<file path="src/rtl/regfile_update_arb_pkg.sv">
// Shared constants for the register-file update arbiter: the None tag, default tag width,
// register-file mode encodings and the per-cycle grant outcome.
package regfile_update_arb_pkg;

    localparam int TAG_W_DEFAULT = 4;
    localparam int TAG_NONE      = 0;

    localparam logic RF_MODE_FOQ = 1'b0;
    localparam logic RF_MODE_ROB = 1'b1;

    localparam int RF_DATA_W = 32;
    localparam int RF_RD_W   = 5;

    typedef enum logic [1:0] {
        GRANT_IDLE = 2'd0,
        GRANT_ISS  = 2'd1,
        GRANT_CMT  = 2'd2
    } grant_e;

endpackage

</file>
<file path="src/rtl/regfile_update_arb_commit_fifo.sv">
// commit_fifo: synchronous FIFO with push/pop, full/empty and occupancy; state moves only
// when rdy_in is high, and an active-low synchronous reset empties it.
module commit_fifo #(
    parameter int DEPTH = 4,
    parameter int WIDTH = 36,
    localparam int PTR_W = $clog2(DEPTH),
    localparam int CNT_W = PTR_W + 1
) (
    input  logic             clk_in,
    input  logic             rst_in,
    input  logic             rdy_in,
    input  logic             push,
    input  logic [WIDTH-1:0] push_data,
    input  logic             pop,
    output logic [WIDTH-1:0] head_data,
    output logic             full,
    output logic             empty,
    output logic [CNT_W-1:0] count
);

    logic [PTR_W-1:0] wr_ptr_q, wr_ptr_d;
    logic [PTR_W-1:0] rd_ptr_q, rd_ptr_d;
    logic [CNT_W-1:0] count_q, count_d;
    logic [WIDTH-1:0] mem_q [DEPTH];
    logic [DEPTH-1:0] wr_sel;
    logic             do_push;
    logic             do_pop;

    always_comb begin
        full    = (count_q == CNT_W'(DEPTH));
        empty   = (count_q == '0);
        do_push = rdy_in && push && !full;
        do_pop  = rdy_in && pop && !empty;
        // Pointers wrap naturally because DEPTH is a power of two.
        wr_ptr_d = wr_ptr_q + PTR_W'(do_push);
        rd_ptr_d = rd_ptr_q + PTR_W'(do_pop);
        count_d  = count_q + CNT_W'(do_push) - CNT_W'(do_pop);
    end

    for (genvar gi = 0; gi < DEPTH; gi++) begin : g_wr_sel
        assign wr_sel[gi] = do_push && (wr_ptr_q == PTR_W'(gi));
    end

    always_ff @(posedge clk_in) begin
        if (!rst_in) begin
            wr_ptr_q <= '0;
            rd_ptr_q <= '0;
            count_q  <= '0;
        end else begin
            wr_ptr_q <= wr_ptr_d;
            rd_ptr_q <= rd_ptr_d;
            count_q  <= count_d;
        end
    end

    // Storage needs no reset: the pointers define which entries are live.
    always_ff @(posedge clk_in) begin
        for (int i = 0; i < DEPTH; i++) begin
            if (wr_sel[i]) begin
                mem_q[i] <= push_data;
            end
        end
    end

    assign head_data = mem_q[rd_ptr_q];
    assign count     = count_q;

endmodule

</file>
<file path="src/rtl/regfile_update_arb.sv">
// Single update-port arbiter for the rename register file: ROB commits buffered in a FIFO
// versus issue renames, with bounded issue starvation. Optional REGFILE_ARB_BYPASS_EN lets a
// commit skip the empty FIFO and reach rf_* one cycle after acceptance.
module regfile_update_arb
    import regfile_update_arb_pkg::*;
#(
    parameter int COMMIT_DEPTH = 4,
    parameter int TAG_W        = TAG_W_DEFAULT,
    parameter int STARVE_MAX   = 3,
    localparam int CNT_W       = $clog2(COMMIT_DEPTH) + 1
) (
    input  logic                 clk_in,
    input  logic                 rst_in,
    input  logic                 rdy_in,
    input  logic                 iss_valid,
    output logic                 iss_ready,
    input  logic [RF_RD_W-1:0]   iss_rd,
    input  logic [TAG_W-1:0]     iss_tag,
    input  logic                 cmt_valid,
    output logic                 cmt_ready,
    input  logic [TAG_W-1:0]     cmt_tag,
    input  logic [RF_DATA_W-1:0] cmt_data,
    output logic                 rf_mode,
    output logic [RF_RD_W-1:0]   rf_rd,
    output logic [TAG_W-1:0]     rf_foq_depend,
    output logic [RF_DATA_W-1:0] rf_rob_data,
    output logic [TAG_W-1:0]     rf_rob_depend,
    output logic [CNT_W-1:0]     cmt_count
);

    localparam int STARVE_W = $clog2(STARVE_MAX + 1);
    localparam int ENTRY_W  = TAG_W + RF_DATA_W;

    logic [ENTRY_W-1:0]   fifo_head;
    logic                 fifo_full;
    logic                 fifo_empty;
    logic                 fifo_push;
    logic                 fifo_pop;
    logic [CNT_W-1:0]     fifo_count;

    logic                 tag_live;
    logic                 cmt_accept;
    logic                 bypass_cand;
    logic                 use_bypass;
    logic                 cmt_avail;
    logic                 cmt_prio;
    grant_e               grant;

    logic [TAG_W-1:0]     win_tag;
    logic [RF_DATA_W-1:0] win_data;

    logic [STARVE_W-1:0]  starve_q, starve_d;
    logic                 rf_mode_q, rf_mode_d;
    logic [RF_RD_W-1:0]   rf_rd_q, rf_rd_d;
    logic [TAG_W-1:0]     rf_foq_depend_q, rf_foq_depend_d;
    logic [RF_DATA_W-1:0] rf_rob_data_q, rf_rob_data_d;
    logic [TAG_W-1:0]     rf_rob_depend_q, rf_rob_depend_d;

    commit_fifo #(
        .DEPTH (COMMIT_DEPTH),
        .WIDTH (ENTRY_W)
    ) u_commit_fifo (
        .clk_in    (clk_in),
        .rst_in    (rst_in),
        .rdy_in    (rdy_in),
        .push      (fifo_push),
        .push_data ({cmt_tag, cmt_data}),
        .pop       (fifo_pop),
        .head_data (fifo_head),
        .full      (fifo_full),
        .empty     (fifo_empty),
        .count     (fifo_count)
    );

    always_comb begin
        tag_live   = (cmt_tag != TAG_W'(TAG_NONE));
        cmt_ready  = rst_in && rdy_in && !fifo_full;
        cmt_accept = cmt_valid && cmt_ready;
`ifdef REGFILE_ARB_BYPASS_EN
        bypass_cand = fifo_empty && cmt_accept && tag_live;
`else
        bypass_cand = 1'b0;
`endif
        cmt_avail = !fifo_empty || bypass_cand;
        cmt_prio  = (starve_q < STARVE_W'(STARVE_MAX));

        // Issue readiness must not look at iss_valid, so it is derived from the commit side only.
        iss_ready = rst_in && rdy_in && (!cmt_avail || !cmt_prio);

        if (cmt_avail && (cmt_prio || !iss_valid)) begin
            grant = GRANT_CMT;
        end else if (iss_valid) begin
            grant = GRANT_ISS;
        end else begin
            grant = GRANT_IDLE;
        end

        // A bypass candidate that loses arbitration still has to be buffered.
        use_bypass = bypass_cand && (grant == GRANT_CMT);
        fifo_push  = cmt_accept && tag_live && !use_bypass;
        fifo_pop   = (grant == GRANT_CMT) && !fifo_empty;

        if (use_bypass) begin
            win_tag  = cmt_tag;
            win_data = cmt_data;
        end else begin
            win_tag  = fifo_head[ENTRY_W-1:RF_DATA_W];
            win_data = fifo_head[RF_DATA_W-1:0];
        end
    end

    always_comb begin
        starve_d        = starve_q;
        rf_mode_d       = rf_mode_q;
        rf_rd_d         = rf_rd_q;
        rf_foq_depend_d = rf_foq_depend_q;
        rf_rob_data_d   = rf_rob_data_q;
        rf_rob_depend_d = rf_rob_depend_q;

        if (rdy_in) begin
            if (iss_valid && (grant != GRANT_ISS)) begin
                if (starve_q != STARVE_W'(STARVE_MAX)) begin
                    starve_d = starve_q + STARVE_W'(1);
                end
            end else begin
                starve_d = '0;
            end

            case (grant)
                GRANT_CMT: begin
                    rf_mode_d       = RF_MODE_ROB;
                    rf_rob_depend_d = win_tag;
                    rf_rob_data_d   = win_data;
                end
                GRANT_ISS: begin
                    rf_mode_d       = RF_MODE_FOQ;
                    rf_rd_d         = iss_rd;
                    rf_foq_depend_d = iss_tag;
                end
                default: begin
                    // rd=0 is a no-op for the register file, which makes idle cycles safe.
                    rf_mode_d = RF_MODE_FOQ;
                    rf_rd_d   = '0;
                end
            endcase
        end
    end

    always_ff @(posedge clk_in) begin
        if (!rst_in) begin
            starve_q        <= '0;
            rf_mode_q       <= RF_MODE_FOQ;
            rf_rd_q         <= '0;
            rf_foq_depend_q <= '0;
            rf_rob_data_q   <= '0;
            rf_rob_depend_q <= '0;
        end else begin
            starve_q        <= starve_d;
            rf_mode_q       <= rf_mode_d;
            rf_rd_q         <= rf_rd_d;
            rf_foq_depend_q <= rf_foq_depend_d;
            rf_rob_data_q   <= rf_rob_data_d;
            rf_rob_depend_q <= rf_rob_depend_d;
        end
    end

    assign rf_mode       = rf_mode_q;
    assign rf_rd         = rf_rd_q;
    assign rf_foq_depend = rf_foq_depend_q;
    assign rf_rob_data   = rf_rob_data_q;
    assign rf_rob_depend = rf_rob_depend_q;
    assign cmt_count     = fifo_count;

endmodule

</file>
<file path="config.mk">
export PLATFORM = sky130hd
export DESIGN_NAME = regfile_update_arb
export DESIGN_NICKNAME = d
export VERILOG_FILES = /design/src/rtl/regfile_update_arb_pkg.sv /design/src/rtl/regfile_update_arb_commit_fifo.sv /design/src/rtl/regfile_update_arb.sv
export SDC_FILE = /design/constraint.sdc
export NUM_CORES = 1
export LEC_CHECK = 0
export ABC_AREA = 1
export BUFFER_PORTS_ARGS = -buffer_cell sky130_fd_sc_hd__buf_2
export CORE_UTILIZATION = 44
export DETAILED_ROUTE_END_ITERATION = 8
export SYNTH_ARGS = -nofsm -noshare
export SYNTH_HDL_FRONTEND = slang
export SYNTH_SLANG_ARGS = --single-unit
</file>
<file path="constraint.sdc">
create_clock -name clk_in -period 5.04 [get_ports clk_in]
set_input_delay 0.252 -clock clk_in [delete_from_list [all_inputs] [get_ports clk_in]]
set_output_delay 0.252 -clock clk_in [all_outputs]
set_load 0.03 [all_outputs]
</file>
==> results of run 1 <==
[logic make-up (layout without fill, tap and decap cells)]
logic type | count (synthesis) | after routing | synth area share, %
AOI/OAI and AO/OA | 12 | 12 | 0.7377
other | 0 | 1 | 0
adders and majority gates | 6 | 6 | 0.9737
buffers and inverters | 241 | 344 | 12.25
DFF | 199 | 199 | 63.97
and+or+nand+nor | 457 | 457 | 21.86
xor gates and xnor gates | 2 | 2 | 0.2066
[cells in the final DEF (no fill, tap or decap), drive strengths merged]
master    Yosys  final
bufinv        0      5
nand3        83     83
nand2       281    281
buf          35    109
nand4         6      6
diode         0      1
ha            5      5
clkinv        1      2
clkinvlp      0      3
edfxtp      144    144
a21oi         9      9
o21ai         2      2
o21bai        1      1
clkbuf        3     22
nor3          4      4
xnor2         2      2
fa            1      1
nor2         83     83
dfxtp        55     55
inv         202    203
[area by class of cell]
class	count	share of cell area [%]
Sequential cell	199	55.54
Multi-Input combinational cell	477	20.92
Inverter	203	7.798
Timing Repair Buffer	109	5.813
Clock buffer	22	4.955
Tap cell	234	2.996
Clock inverter	10	1.946
Antenna cell	1	0.02561
[stage by stage]
step                      utilization, %  setup slack (ns)  hold slack (ns)  power (mW)
after floorplan                        -             1.207           0.3509       3.121
after global placement             48.46             2.359           0.4532       3.365
after detailed placement           48.46             2.307           0.4576       3.382
after CTS                          52.05             2.297          0.02175       4.894
after global routing               52.05             2.111          0.02251       5.130
final                              52.07             2.340          0.04498       4.831
[flip-flops by register name, indices dropped and copies added (netlist names)]
| name | cells |
|---|---|
| rf_mode | 1 |
| rf_rob_data | 32 |
| rf_rd | 5 |
| u_commit_fifo.count | 3 |
| u_commit_fifo.mem_q | 144 |
| u_commit_fifo.rd_ptr_q | 2 |
| starve_q | 2 |
| rf_foq_depend | 4 |
| rf_rob_depend | 4 |
| u_commit_fifo.wr_ptr_q | 2 |
[how the worst max path moves through the flow]
stage,end,startpoint,slack [ns]
after floorplan,u_commit_fifo.mem_q[0][0],u_commit_fifo.count[1],1.21
after global placement,u_commit_fifo.count[2],starve_q[0],2.36
after detailed placement,u_commit_fifo.count[2],starve_q[0],2.31
after CTS,u_commit_fifo.count[2],starve_q[0],2.30
after global routing,u_commit_fifo.count[2],starve_q[0],2.11
final,u_commit_fifo.count[2],starve_q[0],2.34
[critical path, delay by kind of cell, from the launching register on]
family,cells,cell delay [ns]
adders and majority gates,4,0.97
DFF,1,0.33
and+or+nand+nor,2,0.19
buffers and inverters,4,0.89
AOI/OAI and AO/OA,2,0.21
[layer usage]
layer	global-route usage, %	vias up	routed length, um
met1	21.21	2526	7271
li1	-	2974	-
met2	29.59	106	7838
met4	5.492	0	165
met3	4.076	14	696
met5	0	-	0
[power by group through the flow]
stage	clock network (mW)	registers, mW	logic, mW
6_report	1.50	2.00	1.33
2_1_floorplan	0	2.24	0.878
3_5_place_dp	0	2.03	1.35
3_3_place_gp	0	2.03	1.33
5_1_grt	1.60	2.02	1.51
4_1_cts	1.54	2.00	1.35
==> metrics.txt, run 1 <==
# TYPE chip_impl_metric gauge
chip_impl_metric{name="insertion_delay",unit="ns"} 0.42
chip_impl_metric{name="antenna_found_initial",unit=""} 1
chip_impl_metric{name="synthesized_area",unit="mm^2"} 0.008481
chip_impl_metric{name="wl",unit="um"} 15970
chip_impl_info{name="yosys_most_used_dff",value="edfxtp_1"} 1
chip_impl_metric{name="globalRouteOverflowTotal",unit=""} 0
chip_impl_metric{name="slew_worst_pin",unit="ns"} 1.072
chip_impl_metric{name="critPathMaxStageDelay",unit="ns"} 0.63
chip_impl_metric{name="syn_inst",unit=""} 917
chip_impl_metric{name="grt_pass1_wl",unit="um"} 26010
chip_impl_metric{name="finalSetupTns",unit="ns"} 0
chip_impl_info{name="critical_path.cell_chain",value="ha_1, nand2_1, nand3_4, buf_4, inv_1, ha_1, inv_1, ha_1, inv_1, fa_1, o21ai_0, a21oi_1"} 1
chip_impl_metric{name="design.final.nets",unit=""} 1063
chip_impl_metric{name="wl_per_cell",unit="um"} 12.73
chip_impl_metric{name="synth_top_area_share",unit="%"} 50.99
chip_impl_metric{name="post_dp_cell_area",unit="mm^2"} 0.009095
chip_impl_metric{name="fillCellCount",unit=""} 1744
chip_impl_metric{name="finalWorstPathRequiredPeriod",unit="ns"} 2.700
chip_impl_metric{name="cts.repair.resized",unit=""} 0
chip_impl_metric{name="post_layout_nonfiller_instances",unit=""} 1255
chip_impl_info{name="synth_common_cells",value="280 x nand2_1, 201 x inv_1, 144 x edfxtp_1"} 1
chip_impl_metric{name="cts-root-to-sink-buffers",unit=""} 2
chip_impl_metric{name="largest_driver_fanout_on_the_critical_path",unit=""} 74
chip_impl_info{name="post-synth-top-area-cell",value="edfxtp_1"} 1
chip_impl_metric{name="gp_congestion",unit=""} 0.6987
chip_impl_metric{name="synthDistinctLibCells",unit=""} 24
chip_impl_metric{name="routed_via_density",unit=""} 4.478
chip_impl_metric{name="clock_skew",unit="ns"} 0.01052
chip_impl_metric{name="drv.max_cap_violation_count",unit=""} 0
chip_impl_metric{name="period_share",unit="%"} 53.56
chip_impl_metric{name="power.leakage",unit="nW"} 4.727
chip_impl_metric{name="initial_standard_cell_utilization_of_the_core",unit="%"} 45.19
chip_impl_metric{name="clock-sinks",unit=""} 199
chip_impl_metric{name="number_of_global_route_vias_before_repair",unit=""} 5169
chip_impl_info{name="synthTopCellsByArea",value="edfxtp_1 51%, dfxtp_1 13%, nand2_1 12%"} 1
chip_impl_info{name="status",value="complete, no violations"} 1
chip_impl_metric{name="hpwlAfterDp",unit="um"} 8962
chip_impl_metric{name="crit_arrival",unit="ns"} 3.02
chip_impl_info{name="timing.hold.worst.class",value="in2reg"} 1
chip_impl_info{name="min_to",value="u_commit_fifo.mem_q[0][20]"} 1
chip_impl_metric{name="p_sw_share",unit="%"} 33.10
chip_impl_metric{name="die_width",unit="um"} 140.8
chip_impl_info{name="r2r_end",value="u_commit_fifo.count[2]"} 1
chip_impl_metric{name="core-area",unit="mm^2"} 0.01877
chip_impl_metric{name="h-tree-depth",unit=""} 4
chip_impl_metric{name="areaGrowthSynthToFinish",unit="%"} 15.23
chip_impl_metric{name="routed-via-count",unit=""} 5620
chip_impl_metric{name="layout.cell_area.non_filler",unit="mm^2"} 0.009772
chip_impl_metric{name="clock_power_share",unit="%"} 31.1
chip_impl_metric{name="postSynth.asyncResetShare",unit="%"} 0
chip_impl_metric{name="pin_count",unit=""} 101
chip_impl_metric{name="drt_pass1_iterations",unit=""} 4
chip_impl_metric{name="power_frac_comb",unit="%"} 27.6
chip_impl_metric{name="number_of_flops_mapped_to_enable_cells_by_yosys",unit=""} 144
chip_impl_metric{name="synth-seq-area-share",unit="%"} 63.97
chip_impl_metric{name="timing.fmax",unit="GHz"} 0.3704
chip_impl_metric{name="cp_data_required_time",unit="ns"} 5.36
chip_impl_metric{name="timing_max_transition_violations_final",unit=""} 0
chip_impl_info{name="worst_hold_startpoint",value="cmt_data[20]"} 1
chip_impl_metric{name="total_internal_power",unit="mW"} 3.232
chip_impl_info{name="crit_slowest_cell",value="buf_4"} 1
chip_impl_info{name="synthMostInstantiatedCell",value="nand2_1"} 1
chip_impl_metric{name="report.final.hold_viol_count",unit=""} 0
chip_impl_metric{name="grt_start_max_net_pins",unit=""} 75
chip_impl_metric{name="slew_headroom",unit="%"} 28.53
chip_impl_metric{name="postSynthNetCount",unit=""} 973
chip_impl_metric{name="drc",unit=""} 0
chip_impl_metric{name="dp_cells",unit=""} 1222
chip_impl_metric{name="hold-path-cell-count",unit=""} 1
chip_impl_metric{name="vdd_ir_drop_max",unit="V"} 0.0002190
chip_impl_metric{name="clkTransAtPathRegs",unit="ns"} 0.07
chip_impl_info{name="cts_tree",value="built"} 1
chip_impl_info{name="worst-setup-path-type",value="reg2reg"} 1
chip_impl_metric{name="postCtsSetupBuffers",unit=""} 0
chip_impl_metric{name="synth.yosys.warnings",unit=""} 0
chip_impl_metric{name="syn_area_per_cell",unit="um^2"} 9.248
chip_impl_info{name="setup_repair_after_global_routing_missed_its_margin",value="false"} 1
chip_impl_info{name="worstReg2RegStart",value="starve_q[0]"} 1
chip_impl_metric{name="multi_input_area",unit="mm^2"} 0.002044
chip_impl_metric{name="drt_iter0_markers",unit=""} 301
chip_impl_metric{name="powerDensity",unit="mW/mm^2"} 494.4
chip_impl_metric{name="postSynthRegisterBits",unit=""} 199
chip_impl_metric{name="antenna_left",unit=""} 0
chip_impl_metric{name="sw_pwr",unit="mW"} 1.599
chip_impl_metric{name="rows",unit=""} 50
chip_impl_metric{name="sequential_cell_area",unit="mm^2"} 0.005428
chip_impl_metric{name="cts_bufs_inserted",unit=""} 17
chip_impl_info{name="cp-start-kind",value="flop"} 1
chip_impl_info{name="clock_tree.root_cell",value="clkbuf_16"} 1
chip_impl_metric{name="timing.reg2reg.worst_path_depth",unit=""} 12
chip_impl_metric{name="setup_violations",unit=""} 0
chip_impl_metric{name="grt_use_total",unit="%"} 17.15
chip_impl_metric{name="cts_hold_buf",unit=""} 0
chip_impl_metric{name="die_y",unit="um"} 140.8
chip_impl_metric{name="r2r_setup_slack",unit="ns"} 2.34
chip_impl_info{name="cp-end-kind",value="flop"} 1
chip_impl_metric{name="port-buffer-count",unit=""} 100
chip_impl_metric{name="fp.dieArea",unit="mm^2"} 0.01983
chip_impl_metric{name="power.sequential.fraction",unit="%"} 41.3
chip_impl_metric{name="final_layout_size_suffix_gt1_share",unit="%"} 14.71
(Power assumes the default switching activity.)
==> inputs of run 2 (changes only) <==
- ABC_AREA: 1 -> 0
- clock period: 5.04 -> 2.5 ns (I/O delays scaled with it)
==> metrics.txt, run 2 <==
# TYPE chip_impl_metric gauge
chip_impl_info{name="status",value="complete, no violations"} 1
chip_impl_metric{name="design.final.nets",unit=""} 612
chip_impl_info{name="cp-end-kind",value="flop"} 1
chip_impl_metric{name="core-area",unit="mm^2"} 0.01664
chip_impl_info{name="commonest_non_fill_non_tap_cell_in_the_layout",value="edfxtp_1"} 1
chip_impl_metric{name="period_share",unit="%"} 89.91
chip_impl_info{name="timing.hold.worst.class",value="in2reg"} 1
chip_impl_metric{name="vdd_ir_drop_max",unit="V"} 0.0006248
chip_impl_metric{name="synthDistinctLibCells",unit=""} 34
chip_impl_metric{name="syn_inst",unit=""} 405
chip_impl_metric{name="n_antenna_cell",unit=""} 0
chip_impl_metric{name="clock_skew",unit="ns"} 0.007906
chip_impl_info{name="post-synth-top-area-cell",value="edfxtp_1"} 1
chip_impl_metric{name="holdWs",unit="ns"} 0.04541
chip_impl_metric{name="clock_power_share",unit="%"} 30.4
chip_impl_metric{name="report.final.hold_viol_count",unit=""} 0
chip_impl_metric{name="cts-root-to-sink-buffers",unit=""} 2
chip_impl_metric{name="postSynth.asyncResetShare",unit="%"} 0
chip_impl_metric{name="postCtsSetupBuffers",unit=""} 0
chip_impl_metric{name="pin_count",unit=""} 101
chip_impl_metric{name="p_sw_share",unit="%"} 28.53
chip_impl_metric{name="postSynthNetCount",unit=""} 461
chip_impl_info{name="clock_tree.root_cell",value="clkbuf_16"} 1
chip_impl_info{name="worst-setup-path-type",value="reg2reg"} 1
chip_impl_metric{name="grt_use_total",unit="%"} 17.22
chip_impl_metric{name="grt_start_max_net_pins",unit=""} 68
chip_impl_metric{name="drt_iter0_markers",unit=""} 229
chip_impl_metric{name="number_of_global_route_vias_before_repair",unit=""} 4178
chip_impl_metric{name="routed_via_density",unit=""} 5.054
chip_impl_metric{name="globalRouteOverflowTotal",unit=""} 0
chip_impl_metric{name="syn_area_per_cell",unit="um^2"} 18.61
chip_impl_metric{name="largest_reg_flops",unit=""} 144
chip_impl_metric{name="routed-via-count",unit=""} 3988
chip_impl_info{name="synthMostInstantiatedCell",value="edfxtp_1"} 1
chip_impl_metric{name="finalWorstPathRequiredPeriod",unit="ns"} 2.248
chip_impl_metric{name="layout.cell_area.non_filler",unit="mm^2"} 0.009365
chip_impl_metric{name="finalSetupTns",unit="ns"} 0
chip_impl_metric{name="synth_simple_gate_area_share",unit="%"} 4.797
chip_impl_metric{name="p_total",unit="mW"} 8.758
chip_impl_info{name="commonest_non_fill_non_tap_cells_in_the_layout",value="144 x edfxtp_1, 100 x buf_2, 56 x nand2_1, 50 x dfxtp_1, 46 x dlygate4sd3_1"} 1
chip_impl_metric{name="die_y",unit="um"} 132.9
chip_impl_metric{name="cts.repair.resized",unit=""} 0
chip_impl_metric{name="synth.area.mux_share",unit="%"} 11.29
chip_impl_metric{name="postSynthRegisterBits",unit=""} 199
chip_impl_metric{name="synth-seq-area-share",unit="%"} 71.98
chip_impl_metric{name="synth-compound-area-share",unit="%"} 7.935
chip_impl_metric{name="rows",unit=""} 47
chip_impl_metric{name="drt_pass1_iterations",unit=""} 5
chip_impl_metric{name="finalCoreUtilization",unit="%"} 56.27
chip_impl_metric{name="timing_max_transition_violations_final",unit=""} 0
chip_impl_metric{name="grt_pass1_wl",unit="um"} 22310
chip_impl_info{name="yosys_most_used_dff",value="edfxtp_1"} 1
chip_impl_metric{name="powerDensity",unit="mW/mm^2"} 935.1
chip_impl_metric{name="wl",unit="um"} 14020
chip_impl_metric{name="sw_pwr",unit="mW"} 2.498
chip_impl_metric{name="setup_violations",unit=""} 0
chip_impl_metric{name="hpwlAfterDp",unit="um"} 7996
chip_impl_info{name="cts_tree",value="built"} 1
chip_impl_info{name="synthTopCellsByArea",value="edfxtp_1 57%, dfxtp_1 15%, mux4_2 11%"} 1
chip_impl_metric{name="initial_standard_cell_utilization_of_the_core",unit="%"} 45.29
chip_impl_metric{name="h-tree-depth",unit=""} 4
chip_impl_metric{name="cts_bufs_inserted",unit=""} 17
chip_impl_metric{name="antenna_found_initial",unit=""} 0
chip_impl_metric{name="largest_driver_fanout_on_the_critical_path",unit=""} 5
chip_impl_metric{name="drv.max_cap_violation_count",unit=""} 0
chip_impl_metric{name="synthesized_area",unit="mm^2"} 0.007537
chip_impl_metric{name="insertion_delay",unit="ns"} 0.43
chip_impl_info{name="register_name_with_the_most_flops",value="u_commit_fifo.mem_q"} 1
chip_impl_metric{name="synth_xor_area_share",unit="%"} 0.4648
chip_impl_metric{name="power_frac_comb",unit="%"} 23.4
chip_impl_metric{name="antenna_left",unit=""} 0
chip_impl_metric{name="synth_top_area_share",unit="%"} 57.37
chip_impl_metric{name="cp_data_required_time",unit="ns"} 2.82
chip_impl_info{name="cp-start-kind",value="flop"} 1
chip_impl_metric{name="clock-sinks",unit=""} 199
chip_impl_metric{name="power.sequential.fraction",unit="%"} 46.2
chip_impl_metric{name="number_of_flops_mapped_to_enable_cells_by_yosys",unit=""} 144
chip_impl_metric{name="die_width",unit="um"} 132.9
chip_impl_metric{name="final_layout_size_suffix_gt1_share",unit="%"} 39.37
chip_impl_metric{name="timing.fmax",unit="GHz"} 0.4449
chip_impl_metric{name="total_internal_power",unit="mW"} 6.260
chip_impl_metric{name="power.leakage",unit="nW"} 3.338
chip_impl_metric{name="port-buffer-count",unit=""} 100
chip_impl_metric{name="post_dp_cell_area",unit="mm^2"} 0.008318
chip_impl_metric{name="synth-adder-area-share",unit="%"} 1.096
chip_impl_metric{name="wl_per_cell",unit="um"} 17.77
chip_impl_metric{name="clkTransAtPathRegs",unit="ns"} 0.07
chip_impl_metric{name="crit_arrival",unit="ns"} 2.57
chip_impl_metric{name="synth.yosys.warnings",unit=""} 0
chip_impl_info{name="synth_top_family_by_area",value="multiplexers"} 1
chip_impl_metric{name="fp.dieArea",unit="mm^2"} 0.01766
chip_impl_info{name="setup_repair_after_global_routing_missed_its_margin",value="false"} 1
chip_impl_metric{name="areaGrowthSynthToFinish",unit="%"} 24.25
chip_impl_metric{name="slew_worst_pin",unit="ns"} 1.050
chip_impl_info{name="synth_common_cells",value="144 x edfxtp_1, 56 x nand2_1, 55 x dfxtp_1"} 1
chip_impl_metric{name="gp_congestion",unit=""} 0.7579
chip_impl_metric{name="slew_headroom",unit="%"} 29.99
chip_impl_metric{name="drc",unit=""} 0
[run 2: timing repair]
action	in CTS	in global routing
hold buffers	46	0
hold endpoints to repair	155	0
setup endpoints to repair	0	0
[run 2: cells by family after synthesis]
| group | after synthesis |
|---|---|
| AOI/OAI and AO/OA | 49 |
| xor gates and xnor gates | 4 |
| adders and majority gates | 6 |
| buffers and inverters | 28 |
| DFF | 199 |
| muxes | 40 |
| and+or+nand+nor | 79 |
[run 2: stage by stage]
step / setup WS, ns / instances
floorplan: 0.0004221 / 405
global placement: 0.2843 / 711
detailed placement: 0.2496 / 711
CTS: 0.2395 / 789
global route: 0.1491 / 789
finish: 0.2523 / 789
[run 2: final timing paths]
check / start / to / slack [ns] / depth (start not counted)
min reg2reg: rf_rob_depend[2] / rf_rob_depend[2] / 0.46 / 2
max reg2reg: u_commit_fifo.count[0] / u_commit_fifo.count[2] / 0.25 / 10
max: u_commit_fifo.count[0] / u_commit_fifo.count[2] / 0.25 / 10
min: rdy_in / starve_q[1] / 0.05 / 3
[run 2: final cells by class]
type / count / area [um^2]
inverter: 4 / 15.01
clock inverter: 5 / 30.03
tap: 220 / 275.3
timing repair buffer: 156 / 1061
clock buffer: 27 / 556.8
multi-input combinational: 178 / 1988
fill: 1324 / 7277
sequential: 199 / 5439
[run 2: critical path, stage by stage, from the launching register on]
cell and delay (ns):
dfxtp_4 0.36, or3_4 0.39, and3_4 0.19, ha_4 0.21
inv_2 0.06, ha_4 0.12, inv_2 0.03, fa_2 0.37
xnor2_2 0.15, xnor2_1 0.12, and2_1 0.15
[run 2: routing by layer]
| layer | share of wire, % | vias to the layer above | routed length [um] | track usage (%) |
|---|---|---|---|---|
| li1 | - | 1905 | - | - |
| met1 | 46 | 1979 | 6498 | 22.30 |
| met2 | 48 | 86 | 6753 | 28.10 |
| met3 | 3.6 | 18 | 509 | 3.640 |
| met4 | 1.8 | 0 | 256 | 7.471 |
| met5 | 0 | - | 0 | 0 |
[run 2: power by group through the flow]
stage               Clock [mW]  Sequential, mW  Combinational [mW]
global route              2.85            4.10                2.20
global placement             0            4.12                2.01
floorplan                    0            4.40                1.26
CTS                       2.73            4.06                2.09
finish                    2.66            4.05                2.05
detailed placement           0            4.13                2.03
